--- config.mk ---
export PLATFORM = sky130hd
export DESIGN_NAME = xosera_bus_port
export DESIGN_NICKNAME = d
export VERILOG_FILES = /design/src/rtl/xosera_pkg.sv /design/src/rtl/xosera_sync.sv /design/src/rtl/xosera_bus_port.sv
export SDC_FILE = /design/constraint.sdc
export NUM_CORES = 1
export LEC_CHECK = 0
export CAP_MARGIN = 10
export CORE_MARGIN = 2
export CORE_UTILIZATION = 25
export CTS_CLUSTER_SIZE = 30
export DETAILED_ROUTE_END_ITERATION = 10
export HOLD_SLACK_MARGIN = 0.02
export PLACE_DENSITY_LB_ADDON = 0.05
export SLEW_MARGIN = 20
export SYNTH_ARGS = -nofsm -noshare
export SYNTH_HDL_FRONTEND = slang
export SYNTH_HIERARCHICAL = 1
export SYNTH_SLANG_ARGS = --single-unit
--- constraint.sdc ---
create_clock -name clk -period 3.7 [get_ports clk]
set_input_delay 0.555 -clock clk [delete_from_list [all_inputs] [get_ports clk]]
set_output_delay 0.555 -clock clk [all_outputs]
set_load 0.01 [all_outputs]
--- src/rtl/xosera_pkg.sv ---
// +----------------------------------------------------------------------------+
// | Module      : xosera_pkg                                                   |
// | Description : Shared types and constants for the Xosera host bus port:     |
// |               bus FSM state encoding, bus pin polarities and byte-enable   |
// |               codes.                                                       |
// | Revision    : 1.0 - initial release                                        |
// +----------------------------------------------------------------------------+
`default_nettype none

package xosera_pkg;

  // Bus front-end FSM states
  typedef enum logic [1:0] {
    IDLE      = 2'd0,
    ACTIVE    = 2'd1,
    WAIT_IDLE = 2'd2
  } bus_state_t;

  // Pin polarities of the 68k-style host bus
  localparam logic cs_ENABLED = 1'b0;  // chip select is active low
  localparam logic RnW_READ   = 1'b1;  // rd_nwr high means read

  // Byte enables {hi,lo}
  localparam logic [1:0] BE_HI = 2'b10;
  localparam logic [1:0] BE_LO = 2'b01;

  // Byte lane for an 8-bit host: bytesel 0 is the even (high) byte
  function automatic logic [1:0] lane_be(input logic bytesel);
    return bytesel ? BE_LO : BE_HI;
  endfunction

endpackage

`default_nettype wire

--- src/rtl/xosera_sync.sv ---
// +----------------------------------------------------------------------------+
// | Module      : xosera_sync                                                  |
// | Description : Multi-flop synchroniser for a single asynchronous input.     |
// |               Exposes every stage so callers can require a level to be     |
// |               seen across the whole chain (a crude pulse-width filter).    |
// | Revision    : 1.0 - initial release                                        |
// +----------------------------------------------------------------------------+
`default_nettype none

module xosera_sync #(
  parameter int   STAGES    = 2,     // must be >= 2
  parameter logic RESET_VAL = 1'b0
) (
  input  logic              clk,
  input  logic              reset_i,
  input  logic              d_i,
  output logic              q_o,
  output logic [STAGES-1:0] stages_o
);

  logic [STAGES-1:0] sync_q;
  logic [STAGES-1:0] sync_d;

  // Shift the async input one stage further each clock
  always_comb begin
    sync_d = {sync_q[STAGES-2:0], d_i};
  end

  // Synchroniser flops
  always_ff @(posedge clk) begin
    if (reset_i) begin
      sync_q <= {STAGES{RESET_VAL}};
    end else begin
      sync_q <= sync_d;
    end
  end

  assign q_o      = sync_q[STAGES-1];
  assign stages_o = sync_q;

endmodule

`default_nettype wire

--- src/rtl/xosera_bus_port.sv ---
// +----------------------------------------------------------------------------+
// | Module      : xosera_bus_port                                              |
// | Description : Host bus front end. Synchronises the async 68k-style bus,    |
// |               turns each access into one register read/write strobe,      |
// |               registers read data and drives the pin tri-state enable.    |
// |               Optional CS deglitch filter: define XOSERA_BUS_DEGLITCH_EN.  |
// | Revision    : 1.0 - initial release                                        |
// +----------------------------------------------------------------------------+
`default_nettype none

module xosera_bus_port
  import xosera_pkg::*;
#(
  parameter int DATA_W        = 8,   // 8 (byte lanes) or 16
  parameter int REG_NUM_W     = 4,
  parameter int SYNC_STAGES   = 2,   // >= 2
  parameter int MIN_CS_CYCLES = 2    // >= 1, deglitch build only
) (
  input  logic                 clk,
  input  logic                 reset_i,
  input  logic                 bus_cs_n_i,
  input  logic                 bus_rd_nwr_i,
  input  logic                 bus_bytesel_i,
  input  logic [REG_NUM_W-1:0] bus_reg_num_i,
  input  logic [DATA_W-1:0]    bus_data_i,
  output logic [DATA_W-1:0]    bus_data_o,
  output logic                 bus_out_ena_o,
  output logic                 reg_wr_o,
  output logic                 reg_rd_o,
  output logic [REG_NUM_W-1:0] reg_num_o,
  output logic [1:0]           reg_be_o,
  output logic [15:0]          reg_data_o,
  input  logic [15:0]          reg_data_i,
  output logic                 bus_busy_o
);

  // ---------------------------------------------------------------------------
  // CS synchroniser. Stages reset to the asserted level so a CS already held
  // when reset releases is not mistaken for a fresh idle period.
  // ---------------------------------------------------------------------------
  logic                   cs_sync;
  logic [SYNC_STAGES-1:0] cs_stages;

  xosera_sync #(
    .STAGES    (SYNC_STAGES),
    .RESET_VAL (cs_ENABLED)
  ) u_cs_sync (
    .clk      (clk),
    .reset_i  (reset_i),
    .d_i      (bus_cs_n_i),
    .q_o      (cs_sync),
    .stages_o (cs_stages)
  );

  logic cs_s_active;
  logic cs_s_idle;

  assign cs_s_active = (cs_sync == cs_ENABLED);
  // Deassertion only counts once it fills the whole chain, so gaps shorter
  // than SYNC_STAGES clocks are ignored.
  assign cs_s_idle   = (cs_stages == {SYNC_STAGES{~cs_ENABLED}});

  // Pins turn around immediately, straight from the raw bus inputs
  assign bus_out_ena_o = (bus_cs_n_i == cs_ENABLED) && (bus_rd_nwr_i == RnW_READ);

  // ---------------------------------------------------------------------------
  // State and holding registers
  // ---------------------------------------------------------------------------
  bus_state_t             state_q, state_d;
  logic                   capture;

  logic                   rd_nwr_in_q, rd_nwr_in_d;
  logic                   bytesel_in_q, bytesel_in_d;
  logic [REG_NUM_W-1:0]   reg_num_in_q, reg_num_in_d;
  logic [DATA_W-1:0]      data_in_q, data_in_d;

  logic                   rd_nwr_q, rd_nwr_d;
  logic                   bytesel_q, bytesel_d;
  logic [REG_NUM_W-1:0]   reg_num_q, reg_num_d;
  logic [1:0]             be_q, be_d;
  logic [15:0]            wdata_q, wdata_d;
  logic                   pend_q, pend_d;
  logic                   reg_wr_q, reg_wr_d;
  logic                   reg_rd_q, reg_rd_d;
  logic [DATA_W-1:0]      bus_data_q, bus_data_d;

  // Width-dependent lane handling
  logic [1:0]             be_cap;
  logic [15:0]            wdata_cap;
  logic [DATA_W-1:0]      rdata_sel;

  if (DATA_W == 16) begin : g_data16
    assign be_cap    = BE_HI | BE_LO;
    assign wdata_cap = data_in_q;
    assign rdata_sel = reg_data_i;
  end else begin : g_data8
    assign be_cap    = lane_be(bytesel_in_q);
    assign wdata_cap = {data_in_q, data_in_q};
    assign rdata_sel = bytesel_q ? reg_data_i[7:0] : reg_data_i[15:8];
  end

`ifdef XOSERA_BUS_DEGLITCH_EN
  localparam int QUAL_W = (MIN_CS_CYCLES > 1) ? $clog2(MIN_CS_CYCLES) : 1;
  logic [QUAL_W-1:0] qual_cnt_q, qual_cnt_d;
`endif

  // Next state: qualify CS in IDLE, then wait for a full deassertion
  always_comb begin
    state_d = state_q;
    capture = 1'b0;
`ifdef XOSERA_BUS_DEGLITCH_EN
    qual_cnt_d = '0;
`endif
    case (state_q)
      IDLE: begin
`ifdef XOSERA_BUS_DEGLITCH_EN
        if (cs_s_active) begin
          if (qual_cnt_q == QUAL_W'(MIN_CS_CYCLES - 1)) begin
            capture = 1'b1;
            state_d = ACTIVE;
          end else begin
            qual_cnt_d = qual_cnt_q + 1'b1;
          end
        end
`else
        if (cs_s_active) begin
          capture = 1'b1;
          state_d = ACTIVE;
        end
`endif
      end
      ACTIVE: begin
        if (cs_s_idle) begin
          state_d = IDLE;
        end
      end
      WAIT_IDLE: begin
        if (cs_s_idle) begin
          state_d = IDLE;
        end
      end
      default: begin
        state_d = WAIT_IDLE;
      end
    endcase
  end

  // Input register stage, capture on qualify, strobe one cycle after capture
  always_comb begin
    rd_nwr_in_d  = bus_rd_nwr_i;
    bytesel_in_d = bus_bytesel_i;
    reg_num_in_d = bus_reg_num_i;
    data_in_d    = bus_data_i;

    rd_nwr_d     = rd_nwr_q;
    bytesel_d    = bytesel_q;
    reg_num_d    = reg_num_q;
    be_d         = be_q;
    wdata_d      = wdata_q;
    if (capture) begin
      rd_nwr_d  = rd_nwr_in_q;
      bytesel_d = bytesel_in_q;
      reg_num_d = reg_num_in_q;
      be_d      = be_cap;
      wdata_d   = wdata_cap;
    end

    pend_d     = capture;
    reg_wr_d   = pend_q & (rd_nwr_q != RnW_READ);
    reg_rd_d   = pend_q & (rd_nwr_q == RnW_READ);
    bus_data_d = rdata_sel;
  end

  // All registers; reset wins over any concurrent bus activity
  always_ff @(posedge clk) begin
    if (reset_i) begin
      state_q      <= WAIT_IDLE;
      rd_nwr_in_q  <= 1'b0;
      bytesel_in_q <= 1'b0;
      reg_num_in_q <= '0;
      data_in_q    <= '0;
      rd_nwr_q     <= 1'b0;
      bytesel_q    <= 1'b0;
      reg_num_q    <= '0;
      be_q         <= 2'b00;
      wdata_q      <= '0;
      pend_q       <= 1'b0;
      reg_wr_q     <= 1'b0;
      reg_rd_q     <= 1'b0;
      bus_data_q   <= '0;
`ifdef XOSERA_BUS_DEGLITCH_EN
      qual_cnt_q   <= '0;
`endif
    end else begin
      state_q      <= state_d;
      rd_nwr_in_q  <= rd_nwr_in_d;
      bytesel_in_q <= bytesel_in_d;
      reg_num_in_q <= reg_num_in_d;
      data_in_q    <= data_in_d;
      rd_nwr_q     <= rd_nwr_d;
      bytesel_q    <= bytesel_d;
      reg_num_q    <= reg_num_d;
      be_q         <= be_d;
      wdata_q      <= wdata_d;
      pend_q       <= pend_d;
      reg_wr_q     <= reg_wr_d;
      reg_rd_q     <= reg_rd_d;
      bus_data_q   <= bus_data_d;
`ifdef XOSERA_BUS_DEGLITCH_EN
      qual_cnt_q   <= qual_cnt_d;
`endif
    end
  end

  assign reg_wr_o   = reg_wr_q;
  assign reg_rd_o   = reg_rd_q;
  assign reg_num_o  = reg_num_q;
  assign reg_be_o   = be_q;
  assign reg_data_o = wdata_q;
  assign bus_data_o = bus_data_q;
  assign bus_busy_o = (state_q != IDLE);

endmodule

`default_nettype wire

==> key figures, run 1 <==
Status
  – Status: finished, final reports clean

Placed design
  – GP Congestion: 0.663
  – Post-DP HPWL: 2200 µm
  – Area after DPL: 2170 µm²
  – Post-Place Worst Slack: 1.45 ns
  – # placed instances: 281
  – Number of port buffers: 66

Floorplanning
  – Std cell rows: 28
  – IO Pins: 67
  – Die footprint: 6820 µm²
  – Die span in x: 82.6 µm
  – Core area: 5960 µm²
  – Die Span Y: 82.6 µm
  – Initial core utilization: 0.259

Yosys
  – Top_reg_cell synth: dfxtp_1
  – Mean Syn Cell Area: 9.71 µm²
  – Synth Register Bits: 44
  – Synth Net Count: 195
  – Ys Warns: 6
  – Post-synth cell types: 17
  – Post-synth EDFFs: 0
  – Ys async rst share: 0
  – Cell Area, Synth: 1540 µm²
  – Syn Inst Count: 159
  – Seq/Total Area, Yosys: 0.571

Worst setup path
  – Crit start category: primary input
  – Worst Path Required: 3.14 ns
  – Most frequent CP cell: clkdlybuf4s50_1
  – CP arrival: 1.68 ns
  – Number of cells on the critical path: 3
  – Reg2reg path depth: 5
  – CP endpoint kind: output pin
  – CP max FO: 2
  – Delay-heaviest family, CP: buffers and inverters
  – Critical path destination: bus_out_ena_o
  – CP max stage cell: clkdlybuf4s50_1
  – Reg2reg setup slack: 2.13 ns
  – Largest stage delay, worst path: 0.54 ns
  – Cell Chain, Critical Path: clkdlybuf4s50_1, nor2b_1, clkdlybuf4s50_1
  – R2r endpoint: reg_be_o[1]$_SDFFE_PP0P_
  – Setup CP Type: primary input to output pin
  – Reg-to-Reg Start: state_q[0]$_SDFFE_PP0P_
  – CP Launch Point: bus_rd_nwr_i
  – Buf/Inv on CP: 2

Clock tree
  – Post-CTS setup buffers: 0
  – Max H-tree Level: 2
  – Clk slew on worst S/H paths: 0.07 ns
  – Clock sinks: 44
  – CTS tree: done
  – CTS resizes: 0
  – Clk_lat worst skew: 0.29 ns
  – Num CTS Buffers: 5
  – CTS Buffer Depth: 2
  – Hold_buf cts: 0
  – Root buf cell: clkbuf_8

Global routing
  – Total Routing Usage GR: 0.0938
  – First-pass GRT wire length: 4650 µm
  – Vias in the first global route: 1024
  – Initial antenna violation count: 0
  – Largest net degree at the start of global routing: 47
  – Grt total ovfl: 0

Timing
  – Final Skew: 0.00609 ns
  – Relative slew slack: 0.475
  – Worst slew pin tran: 0.787 ns
  – Setup TNS: 0 ns
  – WHS: 0.439 ns
  – Fin crit period: 2.23 ns
  – Worst Slack Setup Final: 1.47 ns
  – Unrepaired setup endpoints after global routing: no
  – Slew Limit Fails: 0
  – Final worst-path cycle share: 0.603
  – Fmax: 0.448 GHz
  – Final number of hold-violating endpoints: 0
  – Setup violators final: 0

Detailed routing
  – Initial DRT Pass Iterations: 2
  – Residual DRC: 0
  – WL per Instance: 10.9 µm
  – Post-detailed-route count of antenna-violating nets: 0
  – WL final: 3140 µm
  – Via density: 3.97
  – Initial DRC Count: 45
  – Vias: 1148

Finish
  – Layout Cells excl Fill: 289
  – Share of post-route cells with drive strength above 1: 0.0374
  – Area occupied by registers: 881 µm²
  – Antenna cell count: 0
  – Final instance area: 2260 µm²
  – Fillers: 625
  – Fin nets: 249
  – Synthesis-to-finish area growth: 46.3%
  – Multi-input logic area: 527 µm²

Power and ir drop
  – Pwr/cell area: 486 nW/µm²
  – Leak pwr: 0.822 nW
  – VDD IR max: 0.000171 V

Flow run
  – Max-Cap Viols: 0

Hold path
  – Worst hold path type: register to register
==> logic make-up after synthesis <==
| kind of cell | share of synthesized area |
|---|---|
| AND/OR/NAND/NOR | 0.195 |
| flip-flops | 0.570 |
| buffers and inverters | 0.0899 |
| AO/OA/AOI/OAI | 0.0551 |
| multiplexers | 0.0648 |
| adder cells (fa/ha/maj) | 0.0243 |
==> registers in the layout (all words and copies together) (netlist names) <==
signal and flops:
reg_num_in_q 4, data_in_q 8, rd_nwr_q 1, reg_rd_o 1, pend_q 1, reg_wr_o 1
reg_num_o 4, rd_nwr_in_q 1, reg_be_o 2, reg_data_o 8, u_cs_sync/stages_o 2, bus_data_o 8
state_q 2, bytesel_in_q 1
==> cells in the final DEF, fill, tap and decap left out, drive strengths merged, types with 8 or more instances in the layout <==
cell / Yosys / final
nand2: 29 / 29
nor2: 12 / 12
nor2b: 18 / 18
clkdlybuf4s50: 0 / 65
dfxtp: 44 / 44
clkbuf: 3 / 8
mux2i: 10 / 10
a21oi: 14 / 14
==> area by class of cell <==
class / instances / share of cell area
multi-input combinational: 93 / 0.233
clock buffer: 8 / 0.0399
sequential: 44 / 0.390
tap: 75 / 0.0416
inverter: 3 / 0.00499
timing repair buffer: 66 / 0.290
==> cells in the mapped netlist, drive strengths merged (3+ instances only) <==
cell type | n | area, µm²
a21oi | 14 | 70.1
buf | 16 | 116
clkbuf | 3 | 11.3
dfxtp | 44 | 881
ha | 3 | 37.5
inv | 3 | 11.3
mux2i | 10 | 100
nand2 | 29 | 109
nand2b | 3 | 18.8
nor2 | 12 | 45.0
nor2b | 18 | 113
==> how the worst min path moves through the flow <==
| stage | startpoint | to | cells past startpoint |
|---|---|---|---|
| after floorplan | bytesel_in_q$_SDFF_PP0_ | reg_be_o[1]$_SDFFE_PP0P_ | 1 |
| after global placement | data_in_q[2]$_SDFF_PP0_ | reg_data_o[10]$_SDFFE_PP0P_ | 2 |
| after CTS | data_in_q[2]$_SDFF_PP0_ | reg_data_o[10]$_SDFFE_PP0P_ | 2 |
| final | bytesel_in_q$_SDFF_PP0_ | reg_be_o[1]$_SDFFE_PP0P_ | 1 |
| after global routing | data_in_q[3]$_SDFF_PP0_ | reg_data_o[11]$_SDFFE_PP0P_ | 2 |
| after detailed placement | bytesel_in_q$_SDFF_PP0_ | reg_be_o[1]$_SDFFE_PP0P_ | 1 |
==> worst register-to-register path: cells and delay by family, from the launching register on <==
kind | cells | cell delay [ns]
buffers and inverters | 1 | 0.08
and+or+nand+nor | 2 | 0.64
adders and majority gates | 1 | 0.21
AOI/OAI and AO/OA | 1 | 0.21
DFF | 1 | 0.34
==> per-stage QoR <==
| stage | util | total power (W) |
|---|---|---|
| 2_1_floorplan | - | 0.000701 |
| 3_3_place_gp | 0.364 | 0.000809 |
| 3_5_place_dp | 0.364 | 0.000817 |
| 4_1_cts | 0.379 | 0.00112 |
| 5_1_grt | 0.379 | 0.00117 |
| 6_report | 0.379 | 0.00110 |
==> layer usage <==
layer,vias up,GRT usage,wire (µm)
li1,595,-,-
met4,0,0.0393,54
met2,44,0.161,1490
met3,5,0.0402,257
met5,-,0,0
met1,504,0.100,1340
==> report_power, final <==
part / switching [W] / leakage (nW) / internal (W)
clock: 0.000147 / 0.0455 / 0.000152
sequential: 0.0000279 / 0.362 / 0.000520
combinational: 0.000111 / 0.415 / 0.000140
total: 0.000286 / 0.822 / 0.000812
Power figures use the tool's default switching activity.
==> run 2, diff against run 1 <==
- clock period: 3.7 -> 2.12 ns (I/O delays scaled with it)
==> key figures, run 2 (same netlist as run 1, synthesis figures left out) <==
Status
  – Status: finished, final reports clean

Detailed routing
  – WL final: 3210 µm
  – Post-detailed-route count of antenna-violating nets: 0
  – WL per Instance: 11.0 µm
  – Initial DRT Pass Iterations: 3
  – Residual DRC: 0
  – Vias: 1183
  – Via density: 4.05
  – Initial DRC Count: 31

Clock tree
  – CTS tree: done
  – Post-CTS setup buffers: 0
  – Num CTS Buffers: 5
  – Root buf cell: clkbuf_8
  – Clk_lat worst skew: 0.29 ns
  – CTS resizes: 0
  – CTS Buffer Depth: 2
  – Clk slew on worst S/H paths: 0.07 ns
  – Clock sinks: 44
  – Hold_buf cts: 0
  – Max H-tree Level: 2

Global routing
  – First-pass GRT wire length: 5050 µm
  – Grt total ovfl: 0
  – Total Routing Usage GR: 0.101
  – Largest net degree at the start of global routing: 26
  – Vias in the first global route: 1152
  – Initial antenna violation count: 0

Worst setup path
  – Worst Path Required: 1.80 ns
  – Cell Chain, Critical Path: inv_1, ha_1, inv_1, clkdlybuf4s50_1
  – Buf/Inv on CP: 3
  – CP endpoint kind: output pin
  – CP Launch Point: state_q[0]$_SDFFE_PP0P_
  – Crit start category: register
  – Most frequent CP cell: inv_1
  – Delay-heaviest family, CP: buffers and inverters
  – Largest stage delay, worst path: 0.52 ns
  – Reg2reg path depth: 5
  – CP arrival: 1.54 ns
  – Number of cells on the critical path: 4
  – CP max FO: 4
  – CP max stage cell: clkdlybuf4s50_1
  – Reg-to-Reg Start: state_q[0]$_SDFFE_PP0P_
  – Setup CP Type: register to output pin

Timing
  – Fmax: 0.538 GHz
  – Final Skew: 0.00179 ns
  – Final worst-path cycle share: 0.876
  – Setup violators final: 0
  – Worst slew pin tran: 0.660 ns
  – Worst Slack Setup Final: 0.263 ns
  – Fin crit period: 1.86 ns
  – Relative slew slack: 0.560
  – Final number of hold-violating endpoints: 0
  – Setup TNS: 0 ns
  – Slew Limit Fails: 0
  – Unrepaired setup endpoints after global routing: no

Placed design
  – Area after DPL: 2190 µm²
  – Post-DP HPWL: 2330 µm
  – Number of port buffers: 66
  – Post-Place Worst Slack: 0.315 ns
  – GP Congestion: 0.657

Finish
  – Area occupied by registers: 881 µm²
  – Fillers: 634
  – Antenna cell count: 0
  – Commonest non-fill, non-tap cell in the layout: clkdlybuf4s50_1
  – Commonest non-fill, non-tap cells in the layout: clkdlybuf4s50_1, dfxtp_1, nand2_1
  – Share of post-route cells with drive strength above 1: 0.0461
  – Multi-input logic area: 524 µm²
  – Synthesis-to-finish area growth: 47.6%
  – Final instance area: 2280 µm²
  – Fin nets: 252

Floorplanning
  – IO Pins: 67
  – Initial core utilization: 0.259
  – Die Span Y: 82.6 µm
  – Die span in x: 82.6 µm
  – Core area: 5960 µm²
  – Die footprint: 6820 µm²
  – Std cell rows: 28

Power and ir drop
  – VDD IR max: 0.000287 V
  – Pwr/cell area: 847 nW/µm²
  – Sequential power share: 0.491
  – Combinational cell fraction of total power: 0.238
  – Leak pwr: 0.837 nW
  – Internal power: 0.00143 W
  – P_sw: 0.000504 W
  – Switch share: 0.261
  – Tot Pwr: 0.00193 W
  – Clock Power Share: 0.271

Hold path
  – Worst min-delay path startpoint: data_in_q[7]$_SDFF_PP0_
  – Worst hold path type: register to register
  – Hold Path Stages: 2

Flow run
  – Max-Cap Viols: 0
-- run 2: cell types whose count changed in the layout (fill, tap and decap cells not counted) --
cell     before  now
nor2b_2       1    0
nor2b_1      17   18
buf_4         0    3
-- run 2: worst paths after layout --
path	end	slack (ns)
setup / recovery	bus_busy_o	0.26
hold / removal	reg_data_o[7]$_SDFFE_PP0P_	0.44
setup reg to reg	reg_data_o[11]$_SDFFE_PP0P_	0.62
hold reg to reg	reg_data_o[7]$_SDFFE_PP0P_	0.44
-- run 2: worst register-to-register path, cell delays in order, from the launching register on --
cell and delay [ns]:
dfxtp_1 0.36, inv_1 0.07, ha_1 0.24, nand2b_1 0.49, nand2_1 0.12, a21oi_1 0.16
-- run 2: routing by layer --
layer	vias up	share of wire	routed length (µm)	global-route usage
met5	-	0	0	0
met4	0	0.022	70	0.0590
met3	7	0.089	287	0.0380
met2	45	0.46	1490	0.167
met1	531	0.42	1360	0.109
li1	600	-	-	-
-- run 2: layout make-up --
class	count	share of cell area
repair buffers	69	0.298
inverters	3	0.00494
multi-input cells	93	0.230
clock buffers	8	0.0395
well taps	75	0.0412
flip-flops and latches	44	0.387
-- run 2: per-stage QoR --
step / hold slack [ns] / cells / utilization
after floorplan: 0.390 / 159 / -
after CTS: 0.442 / 292 / 0.383
after global placement: 0.420 / 284 / 0.367
after detailed placement: 0.429 / 284 / 0.367
after global routing: 0.456 / 292 / 0.383
final: 0.436 / 292 / 0.383
-- run 2: power by group through the flow --
stage / clock network [W] / logic (W) / registers, W
floorplan: 0 / 0.000239 / 0.000984
global placement: 0 / 0.000462 / 0.000963
detailed placement: 0 / 0.000468 / 0.000969
CTS: 0.000556 / 0.000471 / 0.000949
global route: 0.000590 / 0.000508 / 0.000958
finish: 0.000523 / 0.000458 / 0.000948
==> run 3, diff against run 2 <==
- clock period: 2.12 -> 1.9 ns (I/O delays scaled with it)
==> key figures, run 3 (same netlist as run 1, synthesis figures left out) <==
Detailed routing
  – Post-detailed-route count of antenna-violating nets: 0
  – Initial DRT Pass Iterations: 3
  – WL per Instance: 10.7 µm
  – Initial DRC Count: 10
  – WL final: 3150 µm
  – Via density: 3.90
  – Residual DRC: 0
  – Vias: 1148

Floorplanning
  – Die Span Y: 82.6 µm
  – Die footprint: 6820 µm²
  – Die span in x: 82.6 µm
  – IO Pins: 67
  – Std cell rows: 28
  – Core area: 5960 µm²
  – Initial core utilization: 0.259

Worst setup path
  – Crit start category: register
  – Worst Path Required: 1.62 ns
  – CP Launch Point: state_q[0]$_SDFFE_PP0P_
  – Setup CP Type: register to output pin
  – Delay-heaviest family, CP: buffers and inverters
  – Reg2reg path depth: 6
  – Number of cells on the critical path: 4
  – Reg-to-Reg Start: state_q[0]$_SDFFE_PP0P_
  – CP max FO: 4
  – Critical path destination: bus_busy_o
  – Largest stage delay, worst path: 0.53 ns
  – Most frequent CP cell: inv_1
  – Cell Chain, Critical Path: inv_1, ha_1, inv_1, clkdlybuf4s50_1
  – CP arrival: 1.53 ns
  – R2r endpoint: reg_num_o[3]$_SDFFE_PP0P_
  – Reg2reg setup slack: 0.49 ns
  – Buf/Inv on CP: 3
  – CP max stage cell: clkdlybuf4s50_1
  – CP endpoint kind: output pin

Global routing
  – Met1 usage: 0.105
  – First-pass GRT wire length: 4670 µm
  – Initial antenna violation count: 0
  – GR Util met3: 0.0402
  – M2 GR Usage: 0.155
  – Grt total ovfl: 0
  – Largest net degree at the start of global routing: 32
  – Total Routing Usage GR: 0.0947
  – Vias in the first global route: 991
  – Busiest grt layer: met2

Finish
  – Antenna cell count: 0
  – Fillers: 622
  – Commonest non-fill, non-tap cells in the layout: clkdlybuf4s50_1, dfxtp_1, nand2_1
  – Final instance area: 2300 µm²
  – Fin nets: 254
  – Synthesis-to-finish area growth: 48.7%
  – Share of post-route cells with drive strength above 1: 0.0639
  – Commonest non-fill, non-tap cell in the layout: clkdlybuf4s50_1

Timing
  – Worst slew pin tran: 0.540 ns
  – Final number of hold-violating endpoints: 0
  – Relative slew slack: 0.640
  – Unrepaired setup endpoints after global routing: no
  – Final worst-path cycle share: 0.953
  – Final Skew: 0.00409 ns
  – Fin crit period: 1.81 ns
  – Setup TNS: 0 ns
  – Setup violators final: 0
  – Fmax: 0.552 GHz
  – Slew Limit Fails: 0

Placed design
  – GP Congestion: 0.660
  – Number of port buffers: 66
  – Area after DPL: 2200 µm²
  – Post-DP HPWL: 2290 µm

Clock tree
  – Clock sinks: 44
  – CTS tree: done
  – Clk slew on worst S/H paths: 0.07 ns
  – Root buf cell: clkbuf_8
  – Num CTS Buffers: 5
  – Max H-tree Level: 2
  – Clk_lat worst skew: 0.29 ns
  – CTS Buffer Depth: 2

Power and ir drop
  – Leak pwr: 0.847 nW
  – P_sw: 0.000554 W
  – Clock Power Share: 0.268
  – Sequential power share: 0.492
  – Internal power: 0.00160 W
  – VDD IR max: 0.000358 V
  – Switch share: 0.257
  – Combinational cell fraction of total power: 0.240
  – Pwr/cell area: 939 nW/µm²

Hold path
  – Worst hold path type: register to register

Status
  – Status: finished, final reports clean

Flow run
  – Max-Cap Viols: 0
run 3: cell count changes in the layout (fill, tap and decap cells not counted), sizes merged:
| cell | change |
|---|---|
| buf | +2 |
run 3: final cells by class:
cell class	instances	area, µm²	share of cell area
Clock buffer	8	90.1	0.0392
Inverter	3	11.3	0.00490
Multi-Input combinational cell	93	524	0.228
Sequential cell	44	883	0.385
Tap cell	75	93.8	0.0409
Timing Repair Buffer	71	693	0.302
run 3: timing repair:
action / 4_1_cts / 5_1_grt
resized for setup: 0 / 2
hold buffers: 0 / 0
buffers inserted: 0 / 0
setup endpoints to repair: 0 / 1
run 3: how the worst min path moves through the flow:
stage | startpoint | depth (start not counted) | end | slack (ns)
detailed placement | data_in_q[1]$_SDFF_PP0_ | 2 | reg_data_o[9]$_SDFFE_PP0P_ | 0.43
CTS | reg_num_in_q[2]$_SDFF_PP0_ | 2 | reg_num_o[2]$_SDFFE_PP0P_ | 0.44
global placement | data_in_q[2]$_SDFF_PP0_ | 2 | reg_data_o[10]$_SDFFE_PP0P_ | 0.42
floorplan | reset_i | 1 | u_cs_sync/stages_o[0]$_SDFF_PP0_ | 0.36
global route | data_in_q[6]$_SDFF_PP0_ | 2 | reg_data_o[14]$_SDFFE_PP0P_ | 0.45
finish | reg_num_in_q[2]$_SDFF_PP0_ | 2 | reg_num_o[2]$_SDFFE_PP0P_ | 0.44
run 3: routing by layer:
| metal | up-vias | part of all wire |
|---|---|---|
| met4 | 0 | 0.019 |
| met3 | 6 | 0.088 |
| met5 | - | 0 |
| met2 | 44 | 0.47 |
| li1 | 606 | - |
| met1 | 492 | 0.43 |
run 3: worst min-delay path: stages, from the launching register on:
cell and delay (ns):
dfxtp_1 0.30, nand2_1 0.04, a21oi_1 0.05
run 3: metrics by stage:
| step | util | cells | setup WS, ns | hold slack [ns] | power, W |
|---|---|---|---|---|---|
| after floorplan | - | 159 | 0.668 | 0.357 | 0.00136 |
| after global placement | 0.370 | 286 | 0.210 | 0.420 | 0.00160 |
| after detailed placement | 0.370 | 286 | 0.194 | 0.429 | 0.00161 |
| after CTS | 0.385 | 294 | 0.0276 | 0.441 | 0.00220 |
| after global routing | 0.386 | 294 | 0.00743 | 0.451 | 0.00230 |
| final | 0.386 | 294 | 0.0894 | 0.435 | 0.00216 |
run 3: power by group through the flow:
stage	Sequential [W]	Clock, W	Combinational (W)
floorplan	0.00110	0	0.000267
global placement	0.00108	0	0.000525
detailed placement	0.00108	0	0.000528
CTS	0.00106	0.000610	0.000531
global route	0.00107	0.000653	0.000575
finish	0.00106	0.000578	0.000518
